$ cat config.mk
export PLATFORM = sky130hd
export DESIGN_NAME = add_subb_seq_flat
export DESIGN_NICKNAME = d
export VERILOG_FILES = /design/src/rtl/add_subb_seq_pkg.sv /design/src/rtl/add_subb_seq_if.sv /design/src/rtl/add_subb_cin.sv /design/src/rtl/add_subb_seq.sv /design/src/flat_wrapper.sv
export SDC_FILE = /design/constraint.sdc
export NUM_CORES = 1
export LEC_CHECK = 0
export CAP_MARGIN = 40
export CORE_MARGIN = 2
export CORE_UTILIZATION = 53
export CTS_CLUSTER_SIZE = 28
export DETAILED_ROUTE_END_ITERATION = 16
export GPL_TIMING_DRIVEN = 1
export PLACE_DENSITY = 0.83
export SLEW_MARGIN = 10
export SYNTH_ARGS = -nofsm -noshare
export SYNTH_HDL_FRONTEND = slang
export SYNTH_SLANG_ARGS = --single-unit
$ cat constraint.sdc
create_clock -name clk -period 5 [get_ports clk]
set_clock_uncertainty 0.2 [all_clocks]
set_input_delay 0.75 -clock clk [delete_from_list [all_inputs] [get_ports clk]]
set_output_delay 0.75 -clock clk [all_outputs]
set_load 0.005 [all_outputs]
$ cat src/rtl/add_subb_seq_pkg.sv
// add_subb_seq_pkg: shared widths and the signed-overflow check for the word-serial add/sub stage
package add_subb_seq_pkg;
    localparam int DEF_W = 8;
    localparam int DEF_N = 4;
    localparam int CW    = 2;

    function automatic int kw(input int n);
        return (n > 1) ? $clog2(n) : 1;
    endfunction

    // t = {x[W+1], x[W], x[W-1]} of the sign-extended MS-word sum
    function automatic logic ovf_of(input logic [2:0] t);
        return !(t[2] == t[1] && t[1] == t[0]);
    endfunction
endpackage

$ cat src/rtl/add_subb_seq_if.sv
// add_subb_seq_if: operand stream in, result stream out, with per-frame negate flags
interface add_subb_seq_if #(parameter int W = 8);
    logic         subb_a;
    logic         subb_b;
    logic         in_valid;
    logic         in_ready;
    logic [W-1:0] a;
    logic [W-1:0] b;
    logic         out_valid;
    logic         out_ready;
    logic [W-1:0] s;
    logic         out_last;
    logic         c;
    logic         ovf;

    modport master (
        output subb_a, subb_b, in_valid, a, b, out_ready,
        input  in_ready, out_valid, s, out_last, c, ovf
    );
    modport slave (
        input  subb_a, subb_b, in_valid, a, b, out_ready,
        output in_ready, out_valid, s, out_last, c, ovf
    );
endinterface

$ cat src/rtl/add_subb_cin.sv
// add_subb_cin: W-bit a+b+cin with 2-bit carry in/out and the sign-extended sum for overflow
import add_subb_seq_pkg::*;

module add_subb_cin #(
    parameter int W = DEF_W
) (
    input  logic [W-1:0]  a,
    input  logic [W-1:0]  b,
    input  logic [CW-1:0] cin,
    output logic [W-1:0]  s,
    output logic [CW-1:0] cout,
    output logic [W+1:0]  x
);
    logic [W+1:0] sum;

    assign sum  = {2'b00, a} + {2'b00, b} + {{W{1'b0}}, cin};
    assign s    = sum[W-1:0];
    assign cout = sum[W+1:W];
    assign x    = {{2{a[W-1]}}, a} + {{2{b[W-1]}}, b} + {{W{1'b0}}, cin};
endmodule

$ cat src/rtl/add_subb_seq.sv
// add_subb_seq: word-serial multi-precision (+/-A)+(+/-B) with registered carry and 1-entry output
import add_subb_seq_pkg::*;

module add_subb_seq #(
    parameter int W = DEF_W,
    parameter int N = DEF_N
) (
    input  logic               clk,
    input  logic               rst,
    add_subb_seq_if.slave      bus
);
    localparam int KW = kw(N);

    logic [KW-1:0] k;
    logic [CW-1:0] carry;
    logic          sa_q, sb_q;
    logic          ov_q, last_q, c_q, ovf_q;
    logic [W-1:0]  s_q;

    logic          first, last, acc, sa, sb;
    logic [W-1:0]  an, bn, sum_s;
    logic [CW-1:0] cin, cout;
    logic [W+1:0]  x;

    assign first = (k == '0);
    assign last  = (k == KW'(N - 1));
    assign bus.in_ready = !ov_q || bus.out_ready;
    assign acc   = bus.in_valid && bus.in_ready;

    // On the first word the incoming negate flags apply directly and seed the carry-in
    always_comb begin
        sa  = first ? bus.subb_a : sa_q;
        sb  = first ? bus.subb_b : sb_q;
        an  = sa ? ~bus.a : bus.a;
        bn  = sb ? ~bus.b : bus.b;
        cin = first ? ({1'b0, bus.subb_a} + {1'b0, bus.subb_b}) : carry;
    end

    add_subb_cin #(.W(W)) u_cell (
        .a    (an),
        .b    (bn),
        .cin  (cin),
        .s    (sum_s),
        .cout (cout),
        .x    (x)
    );

    // Frame state and output register; a held output blocks acceptance
    always_ff @(posedge clk) begin
        if (rst) begin
            k      <= '0;
            carry  <= '0;
            sa_q   <= 1'b0;
            sb_q   <= 1'b0;
            ov_q   <= 1'b0;
            s_q    <= '0;
            last_q <= 1'b0;
            c_q    <= 1'b0;
            ovf_q  <= 1'b0;
        end else if (acc) begin
            k      <= last ? '0 : k + KW'(1);
            carry  <= last ? '0 : cout;
            sa_q   <= sa;
            sb_q   <= sb;
            ov_q   <= 1'b1;
            s_q    <= sum_s;
            last_q <= last;
            c_q    <= last && cout[0];
            ovf_q  <= last && ovf_of(x[W+1:W-1]);
        end else if (bus.out_ready) begin
            ov_q   <= 1'b0;
        end
    end

    assign bus.out_valid = ov_q;
    assign bus.s         = s_q;
    assign bus.out_last  = last_q;
    assign bus.c         = c_q;
    assign bus.ovf       = ovf_q;
endmodule

$ cat src/flat_wrapper.sv
// flat-port wrapper written by rule: the top's interface ports become plain ports
module add_subb_seq_flat 
#(
    parameter int W = DEF_W,
    parameter int N = DEF_N
)
  (clk, rst, bus_subb_a, bus_subb_b, bus_in_valid, bus_a, bus_b, bus_out_ready, bus_in_ready, bus_out_valid, bus_s, bus_out_last, bus_c, bus_ovf);
  add_subb_seq_if #(.W(W)) bus_i ();
  input  logic clk;
  input  logic rst;
  input wire logic [$bits(bus_i.subb_a)-1:0] bus_subb_a;
  input wire logic [$bits(bus_i.subb_b)-1:0] bus_subb_b;
  input wire logic [$bits(bus_i.in_valid)-1:0] bus_in_valid;
  input wire logic [$bits(bus_i.a)-1:0] bus_a;
  input wire logic [$bits(bus_i.b)-1:0] bus_b;
  input wire logic [$bits(bus_i.out_ready)-1:0] bus_out_ready;
  output wire logic [$bits(bus_i.in_ready)-1:0] bus_in_ready;
  output wire logic [$bits(bus_i.out_valid)-1:0] bus_out_valid;
  output wire logic [$bits(bus_i.s)-1:0] bus_s;
  output wire logic [$bits(bus_i.out_last)-1:0] bus_out_last;
  output wire logic [$bits(bus_i.c)-1:0] bus_c;
  output wire logic [$bits(bus_i.ovf)-1:0] bus_ovf;
  assign bus_i.subb_a = bus_subb_a;
  assign bus_i.subb_b = bus_subb_b;
  assign bus_i.in_valid = bus_in_valid;
  assign bus_i.a = bus_a;
  assign bus_i.b = bus_b;
  assign bus_i.out_ready = bus_out_ready;
  assign bus_in_ready = bus_i.in_ready;
  assign bus_out_valid = bus_i.out_valid;
  assign bus_s = bus_i.s;
  assign bus_out_last = bus_i.out_last;
  assign bus_c = bus_i.c;
  assign bus_ovf = bus_i.ovf;
  add_subb_seq #(.W(W), .N(N)) u_core (.clk(clk), .rst(rst), .bus(bus_i));
endmodule
==> metrics list, run 1 <==
- The share of total power dissipated in combinational logic is 0.671.
- In the routed layout, each cell is associated on average with a via count of ~5.3.
- Dividing the final minimum period by the clock period gives 0.8430.
- Design area: 0.002287 mm²
- The internal power of the cells totals about 0.00042 W.
- The worst hold path belongs to the class reg -> reg.
- Port buffering added 34 buffers.
* Post-route setup TNS: 0 ns
- Vias in the first global route: between 1500 and 2000
* Remaining max-slew budget at the tightest pin: 0.5765
- For this configuration, the core starts out at a cell density of 0.5551.
- The worst setup path is launched from an input pin.
* Proportion of layout cells with a drive suffix above 1: 0.05578
- Static leakage: slightly below 1 nW
* Number of rows created at floorplan: 21
* Critical path data arrival time: about 4.2 ns
* Number of remaining DRC errors: 0
- Max-Cap Viols: 0
* Min Clock Period, post-route: between 4 and 5 ns
- Final setup violating endpoints: 0
* GR met1 Demand/Resource: 0.2542
* Number of vias in the routed layout: about 1600
- Routability-driven placement finished with a final weighted congestion of 0.7961.
- After detailed placement, the total cell area comes to 0.002265 mm².
- Die outline area: about 0.004 mm²
- Run status: finished clean
- Measured along the y axis, the die boundary spans 63.35 µm.
- For this block, the routed nets add up to 3805 µm of wire.
- Final global-route overflow total: 0
- Clock group share of total power: 0.096
* Critical Path Sink Type: register
* Post-synthesis sequential element count: 18
- Final HPWL from detailed placement: between 3000 and 4000 µm
- Yosys printed 0 warnings.
* Cts bufs inserted: 3
- Across the VDD grid, the largest voltage drop is around 0.16 mV.
- The first global-routing pass estimated around 6700 µm of wire.
- Post-CTS repair changed the size of 0 cells.
- Among all flip-flop cells after synthesis, the most frequent one is dfxtp_1.
- Number of setup buffers added after CTS: 0
* Power per unit of standard cell area: 318.6 mW/mm²
- Counting every net in the synthesized netlist gives between 200 and 300.
- In this run the most used layer during global routing was met2.
* Number of distinct standard cells referenced by the synthesized netlist: 45
* Global routing usage on met2: 0.3763
- Of the total power, registers draw 0.233.
- Diodes inserted: 0
- Counting along the longest clock path gives a buffer depth of 2.
- For the pin with the worst max-slew slack, the measured transition is between 0.6 and 0.7 ns.
- Dividing the detail-routed wire length by the instance count gives ~13 µm.
* Switch share: 0.4291
* Core region area: between 0.003 and 0.004 mm²
- Final net count: 304
- In the layout the commonest cells are clkdlybuf4s50_1 (34), ha_1 (22), inv_1 (20), xnor2_1 (20), nor2_1 (20).
* Drt pass-1 iters: 4
- Most frequent standard cell in the layout excluding fill and tap cells: clkdlybuf4s50_1
- In this run, the number of DRC markers left after iteration 0 of detailed routing was 59.
* Num Clock Sinks: 18
- 35 I/O pins were placed.
- Count of flip-flops with a built-in enable after synthesis: 0
- The critical path is of the in -> reg type.
* Number of buffers inserted for hold repair after clock tree synthesis: 0
* Data required time of the worst path: about 5.0 ns
- Entering global routing, the biggest net connects 23 pins.
- Buffer cell driving the clock tree root: clkbuf_4
- Hold Violations, Final: 0
- In this run the number of H-tree levels came out at 1.
- For this run, the total global-route usage over all layers was measured as 0.2021.
* Total standard cell area after synthesis: about 0.0019 mm²
- Met3 track demand over resource: 0.02500
* Die width: around 63 µm
- In this run the worst path has a maximum fanout of 7.
- The clock reaches the later pin of the worst-skew pair after 0.29 ns.
- Once detail routing completed, the nets flagged for antenna violations numbered 0.
* Number of antenna violations at the first check in global routing: 0
- Power dissipated by switching net loads: 0.0003127 W
- The cell count after synthesis came out at between 200 and 250.
- CTS clock-pin slew for the worst setup and hold paths: around 0.090 ns
- CTS tree: built
- After synthesis, the share of flip-flops with an asynchronous set or reset is 0.
- Count of final max-slew check failures: 0
- For this run, the register share of the synthesized area comes to 0.1930.
- Setup repair after global routing left no endpoint under its margin.
- Max frequency: 0.2373 GHz
- Area grow syn2layout: 22.52%
- Synth Area per Inst: 8.643 µm²
critical path, stage by stage:
cell and delay (ns):
clkdlybuf4s50_1 0.56, mux2i_4 0.17, xnor2_1 0.47, xor2_1 0.20, ha_1 0.24, nor2b_1 0.07
mux2_4 0.28, o41ai_4 0.38, a31oi_1 0.19, xnor2_1 0.32, nand4_1 0.17, mux2i_1 0.18
a22o_1 0.21
kinds of logic after synthesis:
family                   Yosys count  synth area share
multiplexers                       8           0.05362
adder cells (fa/ha/maj)           29            0.2225
buffers and inverters             25           0.05228
flip-flops                        18            0.1930
AO/OA/AOI/OAI                     39            0.1615
AND/OR/NAND/NOR                   69            0.1857
XOR/XNOR                          28            0.1314
metrics by stage:
stage               std cells  hold slack (ns)  worst slack [ns]   power, W  utilization
floorplan                 216           0.2338             1.135  0.0005320            -
global placement          294           0.2405            0.5380  0.0006463       0.6734
detailed placement        294           0.2463            0.5185  0.0006642       0.6734
CTS                       297           0.2597            0.8104  0.0007335       0.6801
global route              297           0.2853            0.4819  0.0007999       0.6801
finish                    297           0.2582            0.7852  0.0007288       0.6801
per-layer routing:
layer	vias to the layer above	routed length, µm
li1	819	-
met4	0	4
met2	32	1965
met3	2	148
met1	734	1685
met5	-	0
registers in the layout, indices dropped and copies added (netlist names):
signal / flops
u_core.bus.ovf: 1
u_core.carry: 2
u_core.sb_q: 1
u_core.sa_q: 1
u_core.bus.out_valid: 1
u_core.bus.s: 8
u_core.k: 2
u_core.bus.c: 1
u_core.bus.out_last: 1
cell type report:
class | instances | area [µm²]
Multi-Input combinational cell | 173 | 1409
Fill cell | 303 | 1076
Timing Repair Buffer | 37 | 362.8
Sequential cell | 18 | 360.3
Inverter | 20 | 75.07
Tap cell | 46 | 57.56
Clock buffer | 3 | 22.52
Yosys cell counts (all sizes together) (2+ instances only):
library cell	count	area, µm²
clkbuf	4	15.01
inv	20	75.07
and2	4	25.03
nor3	6	30.03
nand2b	3	18.77
dfxtp	18	360.4
nor2	20	75.07
mux2	3	37.53
xor2	8	70.07
fa	7	140.1
a22o	2	17.52
a21oi	9	45.04
a31oi	3	18.77
a211oi	9	67.56
nor3b	5	37.54
nand2	15	56.30
nand3	5	25.02
ha	22	275.3
a21o	2	15.01
mux2i	5	62.56
nor2b	5	31.28
xnor2	20	175.2
a32oi	2	17.52
worst paths after layout:
check                 startpoint                   to  slack, ns  cells past startpoint
max reg2reg          u_core.k[0]       u_core.bus.ovf       0.96                     15
min          u_core.bus.out_last  u_core.bus.out_last       0.26                      2
min reg2reg  u_core.bus.out_last  u_core.bus.out_last       0.26                      2
max                   bus_subb_a      u_core.carry[0]       0.79                     13
power by group through the flow:
stage	logic, W	registers [W]	clock network [W]
final	0.000489	0.000170	0.0000698
after global routing	0.000550	0.000172	0.0000775
after CTS	0.000492	0.000170	0.0000717
after detailed placement	0.000490	0.000174	0
after global placement	0.000473	0.000173	0
after floorplan	0.000358	0.000174	0
No activity file was read; power rests on OpenSTA's default activity.
==> inputs of run 2 (changes only) <==
==> constraint.sdc (replaced) <==
create_clock -name clk -period 4.35 [get_ports clk]
set_clock_uncertainty 0.2 [all_clocks]
set_input_delay 0.6525 -clock clk [delete_from_list [all_inputs] [get_ports clk]]
set_output_delay 0.6525 -clock clk [all_outputs]
set_load 0.005 [all_outputs]
==> metrics list, run 2 (synthesis results as in run 1) <==
- The flow ran to the end, and the final reports show no timing, DRC or antenna violations.
- TritonCTS built the clock tree.
* Number of buffers inserted for hold repair after clock tree synthesis: 0
- Entering global routing, the biggest net connects 19 pins.
* Global placer's final weighted congestion: 0.8559
* Die outline area: between 0.004 and 0.005 mm²
* Final net count: ~310
- TritonCTS created 3 clock buffers.
- After detailed routing, the average wire length per cell comes to between 10 and 15 µm.
- Worst min-delay path category: reg -> reg
- The setup check on the worst reg-to-reg path leaves a slack of roughly 0.44 ns.
- The startpoint identified for the worst register-to-register timing path is u_core.k[0].
- Critical Path Sink Type: register
- The register with the most flip-flops in the layout has 8 of them.
- Critical path data arrival time: about 4.0 ns
- Of the cells placed in the final design, the portion with a size suffix greater than 1 is 0.08494.
- Worst setup path class: in -> reg
- Clock-pin slew was measured on the worst setup and hold paths at 0.10 ns.
- Relative to the synthesized area, the layout overhead comes to 26.07%.
* Core region area: 0.003363 mm²
* Transition at the pin with the smallest max-transition slack: just over 0.5 ns
- Gates resized during post-CTS repair numbered 0.
- On the worst path, the slowest cell contributes a delay of around 0.49 ns.
* Comb power frac: 0.663
* Hold Violations, Final: 0
- Endpoint, Worst Hold: u_core.bus.out_last
- Initial Util: 0.5551
- Switch share: 0.4160
* Iter 0 DRT Violations: 57
- The clock drives 18 sinks.
- Die height: around 63 µm
- Diodes inserted: 0
- Number of primary I/O pins: 35
- Power dissipated by switching net loads: roughly 0.00037 W
- Measured against its own limit, the worst slew margin works out to 0.6600.
* Final Cycle Share: 0.9165
- Number of port buffers: 34
- Wire length of the first global-routing pass: between 6000 and 7000 µm
* Min Clock Period, post-route: 3.987 ns
- Design area: 0.002354 mm²
* Worst voltage drop across the vdd grid: ~0.21 mV
- The via count of the first global-routing pass was between 1500 and 2000.
* Count of fill cells added during filler insertion: approximately 290
- Before CTS, the worst setup slack after placement is between 0.08 and 0.09 ns.
- The clock passes through at most 2 buffers.
- In the routed layout, each cell is associated on average with a via count of approximately 5.2.
* Global routing usage summed across all routing layers: 0.2074
- End of the worst register-to-register path: u_core.carry[1]
- The share of total power dissipated in the clock network is 0.115.
- Int Power: 0.0005125 W
- In this run the post-CTS setup repair buffer count came out at 0.
* Crit path buffers/inverters: 2
- Cell seen most often among critical-path stages: xnor2_1
- The critical path goes through clkdlybuf4s50_1, mux2i_1, buf_4, xnor2_1, xor2_1, ha_1, nor2b_1, mux2_4, o41ai_4, xnor2_1, and4bb_2, nand2_1, or3_1, a21oi_1.
- Final setup violating endpoints: 0
* Seq pwr share: 0.223
* Post-route setup TNS: 0 ns
- On the critical path the largest part of the delay comes from simple AND/OR/NAND/NOR gates.
* Count of final max-slew check failures: 0
- The count of nets left with antenna violations once routing finished came out at 0.
* Number of rows created at floorplan: 21
* Final global-route overflow total: 0
- Power per unit of standard cell area: about 370 mW/mm²
- The startpoint identified for the worst hold timing path is u_core.bus.out_last.
- Along the worst path, the maximum fanout reaches 5.
- Depth of the worst register-to-register path: 15
- Setup repair after global routing left no endpoint under its margin.
* Final HPWL from detailed placement: around 3200 µm
- In this run the number of H-tree levels came out at 1.
- Drt pass-1 iters: 4
- Total Wirelength: approximately 3800 µm
- Clock latency on the worst-skew pair, taken at its later pin, is 0.29 ns.
* Max-Cap Viols: 0
- Setup slack on the critical path of the routed design comes to between 0.3 and 0.4 ns.
- Static leakage: between 1 and 1.5 nW
* Number of vias in the routed layout: about 1600
* Data required time of the worst path: 4.37 ns
* Max frequency: about 0.25 GHz
- Number of remaining DRC errors: 0
- Worst Setup Start Kind: input pin
- Placed Instance Area: roughly 0.0023 mm²
* Slowest library cell on the worst path: clkdlybuf4s50_1
- Die width: approximately 63 µm
- Along the worst hold path, the cell count comes to 2.
- Buffer cell driving the clock tree root: clkbuf_4
- Number of antenna violations at the first check in global routing: 0
* Most frequent standard cell in the layout excluding fill and tap cells: clkdlybuf4s50_1
- Most used cells in the layout excluding fill and tap cells: clkdlybuf4s50_1 (34), ha_1 (22), inv_1 (20), xnor2_1 (20), nor2_1 (20)
-- run 2: changes by cell type in the layout (fill, tap and decap cells not counted), sizes merged --
cell | before | now
buf | 3 | 10
clkbuf | 3 | 4
-- run 2: layout make-up --
cell class                      instances  area, µm²  area share
Tap cell                               46      57.56     0.02446
Sequential cell                        18      360.3      0.1531
Inverter                               20      75.07     0.03190
Clock buffer                            4      36.28     0.01542
Multi-Input combinational cell        173       1409      0.5986
Timing Repair Buffer                   44      415.4      0.1765
-- run 2: worst register-to-register path, stage by stage (launching register included) --
cell and delay, ns:
dfxtp_1 0.39, inv_1 0.08, ha_1 0.26, mux2i_1 0.15, buf_4 0.16, xnor2_1 0.33
xor2_1 0.20, ha_1 0.25, nor2b_1 0.07, mux2_4 0.28, o41ai_4 0.38, xnor2_1 0.17
and4bb_2 0.36, nand2_1 0.05, or3_1 0.38, a21oi_1 0.14
-- run 2: routing by layer --
metal  up-vias  share of wire  GRT usage
li1        833              -          -
met1       725           0.48     0.2798
met2        37           0.48     0.3671
met3         2          0.038    0.01607
met4         0         0.0040    0.03261
met5         -              0          0
-- run 2: how the worst max path moves through the flow --
stage                           start         endpoint  cells past startpoint
final                      bus_subb_b  u_core.carry[1]                     14
after global placement     bus_subb_b  u_core.carry[1]                     14
after global routing       bus_subb_b  u_core.carry[0]                     14
after floorplan           u_core.k[0]  u_core.carry[1]                     15
after CTS                  bus_subb_b  u_core.carry[1]                     14
after detailed placement   bus_subb_b  u_core.carry[1]                     14
-- run 2: power groups by stage --
| stage | sequential, W | clock, W | combinational, W |
|---|---|---|---|
| 2_1_floorplan | 0.000200 | 0 | 0.000412 |
| 3_3_place_gp | 0.000199 | 0 | 0.000560 |
| 3_5_place_dp | 0.000199 | 0 | 0.000579 |
| 4_1_cts | 0.000196 | 0.000103 | 0.000583 |
| 5_1_grt | 0.000198 | 0.000112 | 0.000659 |
| 6_report | 0.000195 | 0.000101 | 0.000582 |
-- run 2: metrics by stage --
| step | hold slack, ns | total power [W] | utilization | instances |
|---|---|---|---|---|
| floorplan | 0.2338 | 0.0006115 | - | 216 |
| global placement | 0.2411 | 0.0007588 | 0.6890 | 301 |
| detailed placement | 0.2496 | 0.0007782 | 0.6890 | 301 |
| CTS | 0.2635 | 0.0008822 | 0.6998 | 305 |
| global route | 0.3000 | 0.0009685 | 0.6998 | 305 |
| finish | 0.2577 | 0.0008776 | 0.6998 | 305 |
==> inputs of run 3 (changes only) <==
--- a/config.mk
+++ b/config.mk
@@ -12,7 +12,6 @@
 export DETAILED_ROUTE_END_ITERATION = 16
 export GPL_TIMING_DRIVEN = 1
 export PLACE_DENSITY = 0.83
-export SLEW_MARGIN = 10
 export SYNTH_ARGS = -nofsm -noshare
 export SYNTH_HDL_FRONTEND = slang
 export SYNTH_SLANG_ARGS = --single-unit
==> results of run 3 <==
No change in the layout: final DEF, timing and power equal those of run 2.
